**config.mk**
```make
export PLATFORM = sky130hd
export DESIGN_NAME = mem_bus_arbiter_flat
export DESIGN_NICKNAME = d
export VERILOG_FILES = /design/src/rtl/mem_bus_arbiter_if.sv /design/src/rtl/mem_bus_arbiter.sv /design/src/flat_wrapper.sv
export SDC_FILE = /design/constraint.sdc
export NUM_CORES = 1
export LEC_CHECK = 0
export CAP_MARGIN = 20
export CORE_AREA = 5 5 184 186
export CTS_BUF_LIST = sky130_fd_sc_hd__clkbuf_2
export DETAILED_ROUTE_END_ITERATION = 10
export DIE_AREA = 0 0 189 191
export GPL_ROUTABILITY_DRIVEN = 0
export PLACE_DENSITY = 0.54
export REMOVE_ABC_BUFFERS = 1
export SYNTH_ARGS = -nofsm -noshare
export SYNTH_HDL_FRONTEND = slang
export SYNTH_SLANG_ARGS = --single-unit
```
**constraint.sdc**
```tcl
create_clock -name clock -period 6.1 [get_ports clock]
set_input_delay 1.22 -clock clock [delete_from_list [all_inputs] [get_ports clock]]
set_output_delay 1.22 -clock clock [all_outputs]
set_load 0.02 [all_outputs]
```
**src/rtl/mem_bus_arbiter_if.sv**
```systemverilog
// rtl/mem_bus_arbiter_if.sv - bus bundle between both caches, the arbiter and mem_controller
//
// Purpose: groups every request, response and return signal that crosses the arbiter.
// Modports:
//   slave  - the arbiter's view: cache requests and controller replies in, controller command
//            and per-cache replies out.
//   master - the environment's view (caches + controller together), the mirror image.
// Signals:
//   dc_command/dc_addr/dc_wdata  dcache request          ic_command/ic_addr  icache request
//   mem_response/mem_rdata/mem_tag controller replies    mem_command/mem_addr/mem_wdata  to controller
//   dc_response/ic_response      per-cache accept tag    dc_tag/ic_tag       per-cache return tag
//   rdata                        broadcast return data   err_spurious        sticky orphan-return flag

interface mem_bus_arbiter_if #(
   parameter int XLEN  = 64,
   parameter int TAG_W = 4
);
   logic [1:0]       dc_command;
   logic [XLEN-1:0]  dc_addr;
   logic [63:0]      dc_wdata;
   logic [1:0]       ic_command;
   logic [XLEN-1:0]  ic_addr;
   logic [TAG_W-1:0] mem_response;
   logic [63:0]      mem_rdata;
   logic [TAG_W-1:0] mem_tag;

   logic [1:0]       mem_command;
   logic [XLEN-1:0]  mem_addr;
   logic [63:0]      mem_wdata;
   logic [TAG_W-1:0] dc_response;
   logic [TAG_W-1:0] ic_response;
   logic [TAG_W-1:0] dc_tag;
   logic [TAG_W-1:0] ic_tag;
   logic [63:0]      rdata;
   logic             err_spurious;

   modport slave (
      input  dc_command, dc_addr, dc_wdata, ic_command, ic_addr,
             mem_response, mem_rdata, mem_tag,
      output mem_command, mem_addr, mem_wdata, dc_response, ic_response,
             dc_tag, ic_tag, rdata, err_spurious
   );

   modport master (
      output dc_command, dc_addr, dc_wdata, ic_command, ic_addr,
             mem_response, mem_rdata, mem_tag,
      input  mem_command, mem_addr, mem_wdata, dc_response, ic_response,
             dc_tag, ic_tag, rdata, err_spurious
   );
endinterface

```
**src/rtl/mem_bus_arbiter.sv**
```systemverilog
// rtl/mem_bus_arbiter.sv - shares the mem_controller port between icache and dcache
//
// Purpose: grants one cache per cycle (dcache first, icache after STARVE_LIMIT consecutive
//          losses), routes the accept tag to the winner and steers returned tags to the cache
//          that owns them via a per-tag owner table.
// Ports:
//   clock   in  clock
//   reset   in  synchronous, active-high reset
//   bus     mem_bus_arbiter_if.slave - all request/response/return signals
// TAG_W must match the interface instance's TAG_W.

module mem_bus_arbiter #(
   parameter int STARVE_LIMIT = 4,
   parameter int TAG_W        = 4
) (
   input  logic                  clock,
   input  logic                  reset,
   mem_bus_arbiter_if.slave      bus
);
   localparam logic [1:0] BUS_NONE  = 2'd0;
   localparam logic [1:0] BUS_LOAD  = 2'd1;

   localparam int               CNT_W   = $clog2(STARVE_LIMIT + 1);
   localparam logic [CNT_W-1:0] CNT_MAX = CNT_W'(STARVE_LIMIT);
   localparam int               DEPTH   = 2 ** TAG_W;

   logic [CNT_W-1:0] starve_cnt;
   logic [DEPTH-1:0] valid_q;
   logic [DEPTH-1:0] owner_q;   // 1 = icache owns the tag
   logic             err_q;

   logic dc_req, ic_req, ic_win, dc_win, accepted, load_set, ret_hit, ret_miss;

   // Grant decision and table lookups, all same-cycle
   always_comb begin
      dc_req   = (bus.dc_command != BUS_NONE);
      ic_req   = (bus.ic_command != BUS_NONE);
      ic_win   = ic_req && (!dc_req || (starve_cnt == CNT_MAX));
      dc_win   = dc_req && !ic_win;
      accepted = (bus.mem_response != '0);
      load_set = accepted && ((ic_win && (bus.ic_command == BUS_LOAD)) ||
                              (dc_win && (bus.dc_command == BUS_LOAD)));
      ret_hit  = (bus.mem_tag != '0) &&  valid_q[bus.mem_tag];
      ret_miss = (bus.mem_tag != '0) && !valid_q[bus.mem_tag];
   end

   // Pass-through outputs
   always_comb begin
      bus.mem_command  = BUS_NONE;
      bus.mem_addr     = '0;
      bus.mem_wdata    = '0;
      bus.dc_response  = '0;
      bus.ic_response  = '0;
      bus.dc_tag       = '0;
      bus.ic_tag       = '0;
      bus.rdata        = bus.mem_rdata;
      bus.err_spurious = err_q;
      if (ic_win) begin
         bus.mem_command = bus.ic_command;
         bus.mem_addr    = bus.ic_addr;
         bus.ic_response = bus.mem_response;
      end else if (dc_win) begin
         bus.mem_command = bus.dc_command;
         bus.mem_addr    = bus.dc_addr;
         bus.mem_wdata   = bus.dc_wdata;
         bus.dc_response = bus.mem_response;
      end
      // The return reads the entry as it stands this cycle, even if it is re-set at the edge
      if (ret_hit) begin
         if (owner_q[bus.mem_tag]) bus.ic_tag = bus.mem_tag;
         else                      bus.dc_tag = bus.mem_tag;
      end
   end

   always_ff @(posedge clock) begin
      if (reset) begin
         starve_cnt <= '0;
         valid_q    <= '0;
         owner_q    <= '0;
         err_q      <= 1'b0;
      end else begin
         // A rejected icache grant counts as a loss: the icache still has to retry
         if (!ic_req || (ic_win && accepted))
            starve_cnt <= '0;
         else if (starve_cnt != CNT_MAX)
            starve_cnt <= starve_cnt + CNT_W'(1);

         if (ret_hit)
            valid_q[bus.mem_tag] <= 1'b0;
         // Placed after the clear so a same-index set wins
         if (load_set) begin
            valid_q[bus.mem_response] <= 1'b1;
            owner_q[bus.mem_response] <= ic_win;
         end

         if (ret_miss)
            err_q <= 1'b1;
      end
   end
endmodule

```
**src/flat_wrapper.sv**
```systemverilog
// flat-port wrapper written by rule: the top's interface ports become plain ports
module mem_bus_arbiter_flat 
#(
   parameter int STARVE_LIMIT = 4,
   parameter int TAG_W        = 4
)
  (clock, reset, bus_dc_command, bus_dc_addr, bus_dc_wdata, bus_ic_command, bus_ic_addr, bus_mem_response, bus_mem_rdata, bus_mem_tag, bus_mem_command, bus_mem_addr, bus_mem_wdata, bus_dc_response, bus_ic_response, bus_dc_tag, bus_ic_tag, bus_rdata, bus_err_spurious);
  mem_bus_arbiter_if #(.TAG_W(TAG_W)) bus_i ();
  input  logic clock;
  input  logic reset;
  input wire logic [$bits(bus_i.dc_command)-1:0] bus_dc_command;
  input wire logic [$bits(bus_i.dc_addr)-1:0] bus_dc_addr;
  input wire logic [$bits(bus_i.dc_wdata)-1:0] bus_dc_wdata;
  input wire logic [$bits(bus_i.ic_command)-1:0] bus_ic_command;
  input wire logic [$bits(bus_i.ic_addr)-1:0] bus_ic_addr;
  input wire logic [$bits(bus_i.mem_response)-1:0] bus_mem_response;
  input wire logic [$bits(bus_i.mem_rdata)-1:0] bus_mem_rdata;
  input wire logic [$bits(bus_i.mem_tag)-1:0] bus_mem_tag;
  output wire logic [$bits(bus_i.mem_command)-1:0] bus_mem_command;
  output wire logic [$bits(bus_i.mem_addr)-1:0] bus_mem_addr;
  output wire logic [$bits(bus_i.mem_wdata)-1:0] bus_mem_wdata;
  output wire logic [$bits(bus_i.dc_response)-1:0] bus_dc_response;
  output wire logic [$bits(bus_i.ic_response)-1:0] bus_ic_response;
  output wire logic [$bits(bus_i.dc_tag)-1:0] bus_dc_tag;
  output wire logic [$bits(bus_i.ic_tag)-1:0] bus_ic_tag;
  output wire logic [$bits(bus_i.rdata)-1:0] bus_rdata;
  output wire logic [$bits(bus_i.err_spurious)-1:0] bus_err_spurious;
  assign bus_i.dc_command = bus_dc_command;
  assign bus_i.dc_addr = bus_dc_addr;
  assign bus_i.dc_wdata = bus_dc_wdata;
  assign bus_i.ic_command = bus_ic_command;
  assign bus_i.ic_addr = bus_ic_addr;
  assign bus_i.mem_response = bus_mem_response;
  assign bus_i.mem_rdata = bus_mem_rdata;
  assign bus_i.mem_tag = bus_mem_tag;
  assign bus_mem_command = bus_i.mem_command;
  assign bus_mem_addr = bus_i.mem_addr;
  assign bus_mem_wdata = bus_i.mem_wdata;
  assign bus_dc_response = bus_i.dc_response;
  assign bus_ic_response = bus_i.ic_response;
  assign bus_dc_tag = bus_i.dc_tag;
  assign bus_ic_tag = bus_i.ic_tag;
  assign bus_rdata = bus_i.rdata;
  assign bus_err_spurious = bus_i.err_spurious;
  mem_bus_arbiter #(.STARVE_LIMIT(STARVE_LIMIT), .TAG_W(TAG_W)) u_core (.clock(clock), .reset(reset), .bus(bus_i));
endmodule
```
==> impl_metrics.yaml, run 1 <==
critical_path:
  reg2reg_from: "u_core.starve_cnt[0]"
  cp_max_fo: 13
  worstSetupEndpointType: "output port"
  worstSetupPathType: "input port to output port"
  regToRegEndpoint: "u_core.owner_q[1]"
  cp-start-kind: "input port"
  reg2reg_depth: 7
  required_ns: 4.88
  cp.arrival_ns: 4.08
  r2r_slack_ns: 3.71
timing:
  tns_ns: 0
  worst_pin_slew_ns: 1.02
  drv_slew: 0
  clock_skew_ns: 0.0306
  worst_slack_ns: 0.799
  rsz0062_at_grt: "false"
  fmax_mhz: 189
  setup_viol: 0
  slew_headroom_pct: 31.3
  hold_viol: 0
  period_share_pct: 86.9
  fin_crit_ns: 5.30
layout:
  syn_to_final_growth_pct: 101
  fin_nets: 974
  drive_gt1_share_pct: 3.98
  stdcell_count: 1113
  post-route-util_pct: 21.9
floorplanning:
  die-area_um2: 36100
  die_y_um: 191
  initial_core_util_pct: 10.9
  rows: 66
  core_um2: 32100
  die_x_um: 189
  ios: 481
drt:
  routed_wl_um: 36000
  drt_iter0_markers: 148
  viasPerCell: 3.90
  via_count: 4339
  ant_nets: 0
  firstDrtPassIters: 4
  drc: 0
  avgRoutedWirePerCell_um: 32.3
cts:
  htree_levels: 2
  tritoncts: "done"
  ctsRootBufferMaster: "clkbuf_2"
  clkTransAtPathRegs_ns: 0.20
  numCtsBuffers: 5
  clock_sinks: 36
  clk-insertion-delay-late_ns: 0.43
  clk_path_buf_depth: 2
  hold_buffers: 0
  ctsResizeCount: 0
  post_cts_buffers: 0
synthesis:
  synth_edf_count: 0
  synthCells: 437
  synth_area_per_cell_um2: 8.01
  synthTopCellsByArea: "dfxtp_1 21%, a22o_1 16%, buf_4 14%, and2_1 13%, mux2i_1 5.1%"
  synth_top_family_by_area: "simple AND/OR/NAND/NOR gates"
  synth_most_common_cell: "and2_1"
  synth-seq-area-share_pct: 20.6
  synth.distinct_cells: 41
  synth_area_um2: 3500
  muxShareOfSynthArea_pct: 10.4
  async_flop_share_pct: 0
  yosysTopAreaCell: "dfxtp_1"
  synth_fa_ha_area_share_pct: 0.715
  synth_compound_area_share_pct: 23.5
  yosys_warnings: 0
  synth-simple-area-share_pct: 26.0
  synth_common_cells: "74 x and2_1, 65 x a22o_1, 64 x buf_4"
  synth_top_area_share_pct: 20.6
  synth_seq_cells: 36
  yosys.area_share.xor_xnor_pct: 0.250
  ys.flop_type: "dfxtp_1"
status:
  status: "complete, no violations"
power_and_ir_drop:
  p_leak_nw: 2.63
  irDropWorstVdd_v: 0.0000526
  p_per_area_nw_per_um2: 139
  total_power_w: 0.000978
global_route:
  grt_pass1_wl_um: 45100
  antenna_found_initial: 13
  grt_pass1_vias: 4535
  grt_max_degree: 79
  grt_usage_pct: 19.0
  grt_overflow: 0
job:
  maxCapViolCount: 0
place:
  place_ws_ns: 0.770
  port_buffers: 352
  dp_hpwl_um: 33300
  dp_cells: 1103
worst_hold_path:
  hold_class: "register to register"
  whs_endpoint: "u_core.valid_q[0]"
  hold_depth: 1
  hold_start: "u_core.valid_q[0]"
==> cells in the final DEF, fill, tap and decap left out, drive strengths merged, types with 2 or more instances in the layout <==
| master | netlist | routed |
|---|---|---|
| mux4 | 7 | 7 |
| nand3 | 14 | 14 |
| nor3b | 3 | 3 |
| nand2b | 21 | 21 |
| a21oi | 19 | 19 |
| mux2i | 18 | 18 |
| diode | 0 | 2 |
| inv | 4 | 4 |
| buf | 80 | 5 |
| clkdlybuf4s50 | 0 | 352 |
| mux2 | 2 | 2 |
| ha | 2 | 2 |
| nor2 | 16 | 16 |
| o21a | 2 | 2 |
| and2 | 74 | 74 |
| nand4 | 4 | 4 |
| a22o | 65 | 65 |
| nor2b | 8 | 8 |
| clkbuf | 19 | 5 |
| nand2 | 13 | 13 |
| or3 | 2 | 2 |
| dfxtp | 36 | 36 |
| o21ai | 17 | 17 |
==> routing by layer <==
| layer | part of all wire (%) | wire length [µm] | GRT usage [%] | vias up |
|---|---|---|---|---|
| met5 | 0.21 | 76 | 0.137 | - |
| met4 | 2.1 | 744 | 3.42 | 12 |
| met3 | 24 | 8690 | 20.1 | 36 |
| met2 | 42 | 15300 | 29.7 | 388 |
| met1 | 31 | 11200 | 17.4 | 1898 |
| li1 | - | - | - | 2005 |
==> state kept, by name, summed over array words and instances, names as in the netlist <==
signal                   cells
u_core.valid_q              16
u_core.owner_q              16
u_core.bus.err_spurious      1
u_core.starve_cnt            3
==> report_power, final <==
part | internal, W | total (W) | switching (W)
Combinational | 0.000305 | 0.000575 | 0.000270
Sequential | 0.000240 | 0.000243 | 0.00000260
Clock | 0.0000684 | 0.000160 | 0.0000917
==> worst max-delay path by stage <==
stage | start | endpoint | slack [ns] | cells past startpoint
after global placement | bus_mem_tag[0] | bus_dc_tag[0] | 0.81 | 5
after CTS | bus_mem_tag[0] | bus_dc_tag[0] | 0.77 | 5
after detailed placement | bus_mem_tag[0] | bus_dc_tag[0] | 0.77 | 5
after floorplan | bus_dc_command[1] | bus_dc_response[0] | -0.96 | 5
final | bus_mem_tag[0] | bus_dc_tag[0] | 0.80 | 5
after global routing | bus_mem_tag[0] | bus_dc_tag[0] | 0.67 | 5
==> metrics by stage <==
stage / cell area, µm² / hold WS, ns
floorplan: 2870 / 0.430
global placement: 6960 / 0.450
detailed placement: 6960 / 0.458
CTS: 7030 / 0.483
global route: 7030 / 0.510
finish: 7040 / 0.483
==> kinds of logic after synthesis <==
logic type	after synthesis
flops	36
buf+inv	103
simple gates	158
compound gates	110
mux	27
fa+ha+maj	2
xor+xnor	1
==> critical path: stages <==
cell and delay [ns]:
clkdlybuf4s50_1 0.88, mux4_2 0.58, mux4_2 0.57, nor3b_2 0.19, clkdlybuf4s50_1 0.62
==> layout make-up <==
cell class / count / area, µm²
clock inverter: 3 / 42.5
timing repair buffer: 357 / 3570
fill: 3531 / 25100
antenna: 2 / 5.00
multi-input combinational: 298 / 2140
clock buffer: 5 / 25.0
tap: 408 / 510
sequential: 36 / 721
inverter: 4 / 15.0
Note: power is estimated with default switching activity, not from simulation.
==> run 2: changes to the inputs <==
--- a/config.mk
+++ b/config.mk
@@ -11,6 +11,7 @@
 export DETAILED_ROUTE_END_ITERATION = 10
 export DIE_AREA = 0 0 189 191
 export GPL_ROUTABILITY_DRIVEN = 0
+export MAX_ROUTING_LAYER = met4
 export PLACE_DENSITY = 0.54
 export REMOVE_ABC_BUFFERS = 1
 export SYNTH_ARGS = -nofsm -noshare
==> constraint.sdc (replaced) <==
create_clock -name clock -period 6.6 [get_ports clock]
set_input_delay 1.32 -clock clock [delete_from_list [all_inputs] [get_ports clock]]
set_output_delay 1.32 -clock clock [all_outputs]
set_load 0.02 [all_outputs]
==> run 2 against run 1 <==
Net effect: cell count grew 1.2%; critical path depth increased by 3; final area up 0.43%; sequential cell count stayed put; sequential power shrank 8%; core utilization is 0.094 points higher; global-route usage grew 0.94 points; critical endpoint is now bus_mem_addr[62].
==> impl_metrics.yaml, run 2 (synthesized netlist as in run 1, its figures left out) <==
layout:
  fin_nets: 974
  final_common_cell: "clkdlybuf4s50_1"
  syn_to_final_growth_pct: 102
  layout_common_cells: "352 x clkdlybuf4s50_1, 74 x and2_1, 65 x a22o_1"
  largest_registers: "u_core.owner_q: 16 flops, u_core.valid_q: 16 flops, u_core.starve_cnt: 3 flops"
  drive_gt1_share_pct: 3.98
drt:
  drc: 0
  avgRoutedWirePerCell_um: 32.5
  viasPerCell: 3.91
  routed_wl_um: 36600
  drt_iter0_markers: 160
  firstDrtPassIters: 4
  via_count: 4400
  ant_nets: 0
critical_path:
  critPathTopFamily: "buffers and inverters"
  required_ns: 5.28
  path_buf_inv: 3
  crit_chain: "clkdlybuf4s50_1 -> nor2_1 -> a21oi_1 -> nor2_4 -> nor2_4 -> buf_4 -> a22o_1 -> clkdlybuf4s50_1"
  cp-start-kind: "input port"
  cp_max_fo: 42
  worstSetupEndpointType: "output port"
  worstSetupPathType: "input port to output port"
  cp_slowest_cell: "nor2_4"
  cp.arrival_ns: 4.60
  max_stage_delay_ns: 0.65
floorplanning:
  rows: 66
  die-area_um2: 36100
  core_um2: 32100
  die_y_um: 191
  ios: 481
  die_x_um: 189
  initial_core_util_pct: 10.9
cts:
  tritoncts: "done"
  clk_path_buf_depth: 2
  post_cts_buffers: 0
  clkTransAtPathRegs_ns: 0.20
  hold_buffers: 0
  numCtsBuffers: 5
  htree_levels: 2
  clk-insertion-delay-late_ns: 0.41
  ctsResizeCount: 0
  ctsRootBufferMaster: "clkbuf_2"
  clock_sinks: 36
power_and_ir_drop:
  p_leak_nw: 2.64
  p_switching_w: 0.000338
  clockPowerShare_pct: 16.3
  irDropWorstVdd_v: 0.0000644
  p_int_w: 0.000570
  pwr-share-comb_pct: 59.0
  power_frac_seq_pct: 24.7
  swShare_pct: 37.2
  p_per_area_nw_per_um2: 128
status:
  status: "complete, no violations"
place:
  place_ws_ns: 0.674
  dp_hpwl_um: 33700
  port_buffers: 352
global_route:
  grt_usage_pct: 19.9
  grt_overflow: 0
  antenna_found_initial: 19
  grt_max_degree: 54
  grt_pass1_wl_um: 46200
  grt_pass1_vias: 4550
timing:
  slew_headroom_pct: 37.0
  period_share_pct: 89.7
  fin_crit_ns: 5.92
  hold_viol: 0
  hold_ws_ns: 0.477
  worst_slack_ns: 0.683
  rsz0062_at_grt: "false"
  drv_slew: 0
  worst_pin_slew_ns: 0.942
  clock_skew_ns: 0.0291
  fmax_mhz: 169
  setup_viol: 0
job:
  maxCapViolCount: 0
worst_hold_path:
  hold_class: "register to register"
[run 2: cell types whose count changed in the layout (fill, tap and decap cells not counted)]
cell	delta
clkbuf_2	+1
clkinvlp_4	-1
diode_2	+13
[run 2: metal layers]
layer,track usage (%),routed length (µm)
met5,-,0
met4,1.77,333
met3,21.7,8970
met2,30.2,15700
met1,17.8,11500
[run 2: worst register-to-register path, delay by kind of cell (launching register included)]
family                   cells  cell delay, ns
flip-flops                   1            0.42
AND/OR/NAND/NOR              1            0.55
adder cells (fa/ha/maj)      1            0.28
buffers and inverters        1            0.06
multiplexers                 1            0.15
AO/OA/AOI/OAI                1            0.37
[run 2: area by class of cell]
type / instances / area (µm²)
clock inverter: 2 / 35.0
clock buffer: 6 / 30.0
fill: 3515 / 25100
antenna: 15 / 37.5
timing repair buffer: 357 / 3570
inverter: 4 / 15.0
sequential: 36 / 721
multi-input combinational: 298 / 2140
tap: 408 / 510
[run 2: metrics by stage]
step / cell area (µm²) / setup TNS (ns) / power (W) / util [%] / cells
CTS: 7020 / 0 / 0.000915 / 21.9 / 1110
finish: 7070 / 0 / 0.000908 / 22.0 / 1126
global placement: 6960 / 0 / 0.000765 / 21.7 / 1102
global route: 7060 / 0 / 0.000954 / 22.0 / 1125
detailed placement: 6960 / 0 / 0.000766 / 21.7 / 1102
floorplan: 2870 / -84.04 / 0.000427 / - / 338
[run 2: path summary, 6_finish.rpt]
kind / from / end / slack (ns) / depth (start not counted)
setup / recovery: bus_dc_command[0] / bus_mem_addr[62] / 0.68 / 8
hold / removal: u_core.valid_q[0] / u_core.valid_q[0] / 0.48 / 1
setup reg to reg: u_core.starve_cnt[0] / u_core.owner_q[11] / 4.67 / 5
hold reg to reg: u_core.valid_q[0] / u_core.valid_q[0] / 0.48 / 1
[run 2: power by group through the flow]
stage | Clock, W | Sequential [W] | Combinational (W)
6_report | 0.000148 | 0.000224 | 0.000536
5_1_grt | 0.000165 | 0.000225 | 0.000564
4_1_cts | 0.000152 | 0.000224 | 0.000539
3_5_place_dp | 0 | 0.000228 | 0.000537
3_3_place_gp | 0 | 0.000228 | 0.000536
2_1_floorplan | 0 | 0.000228 | 0.000199
==> run 3: changes to the inputs <==
--- a/config.mk
+++ b/config.mk
@@ -14,6 +14,7 @@
 export MAX_ROUTING_LAYER = met4
 export PLACE_DENSITY = 0.54
 export REMOVE_ABC_BUFFERS = 1
+export SETUP_SLACK_MARGIN = 0.2
 export SYNTH_ARGS = -nofsm -noshare
 export SYNTH_HDL_FRONTEND = slang
 export SYNTH_SLANG_ARGS = --single-unit
==> results of run 3 <==
Final layout, timing and power as in run 2 (identical DEF).
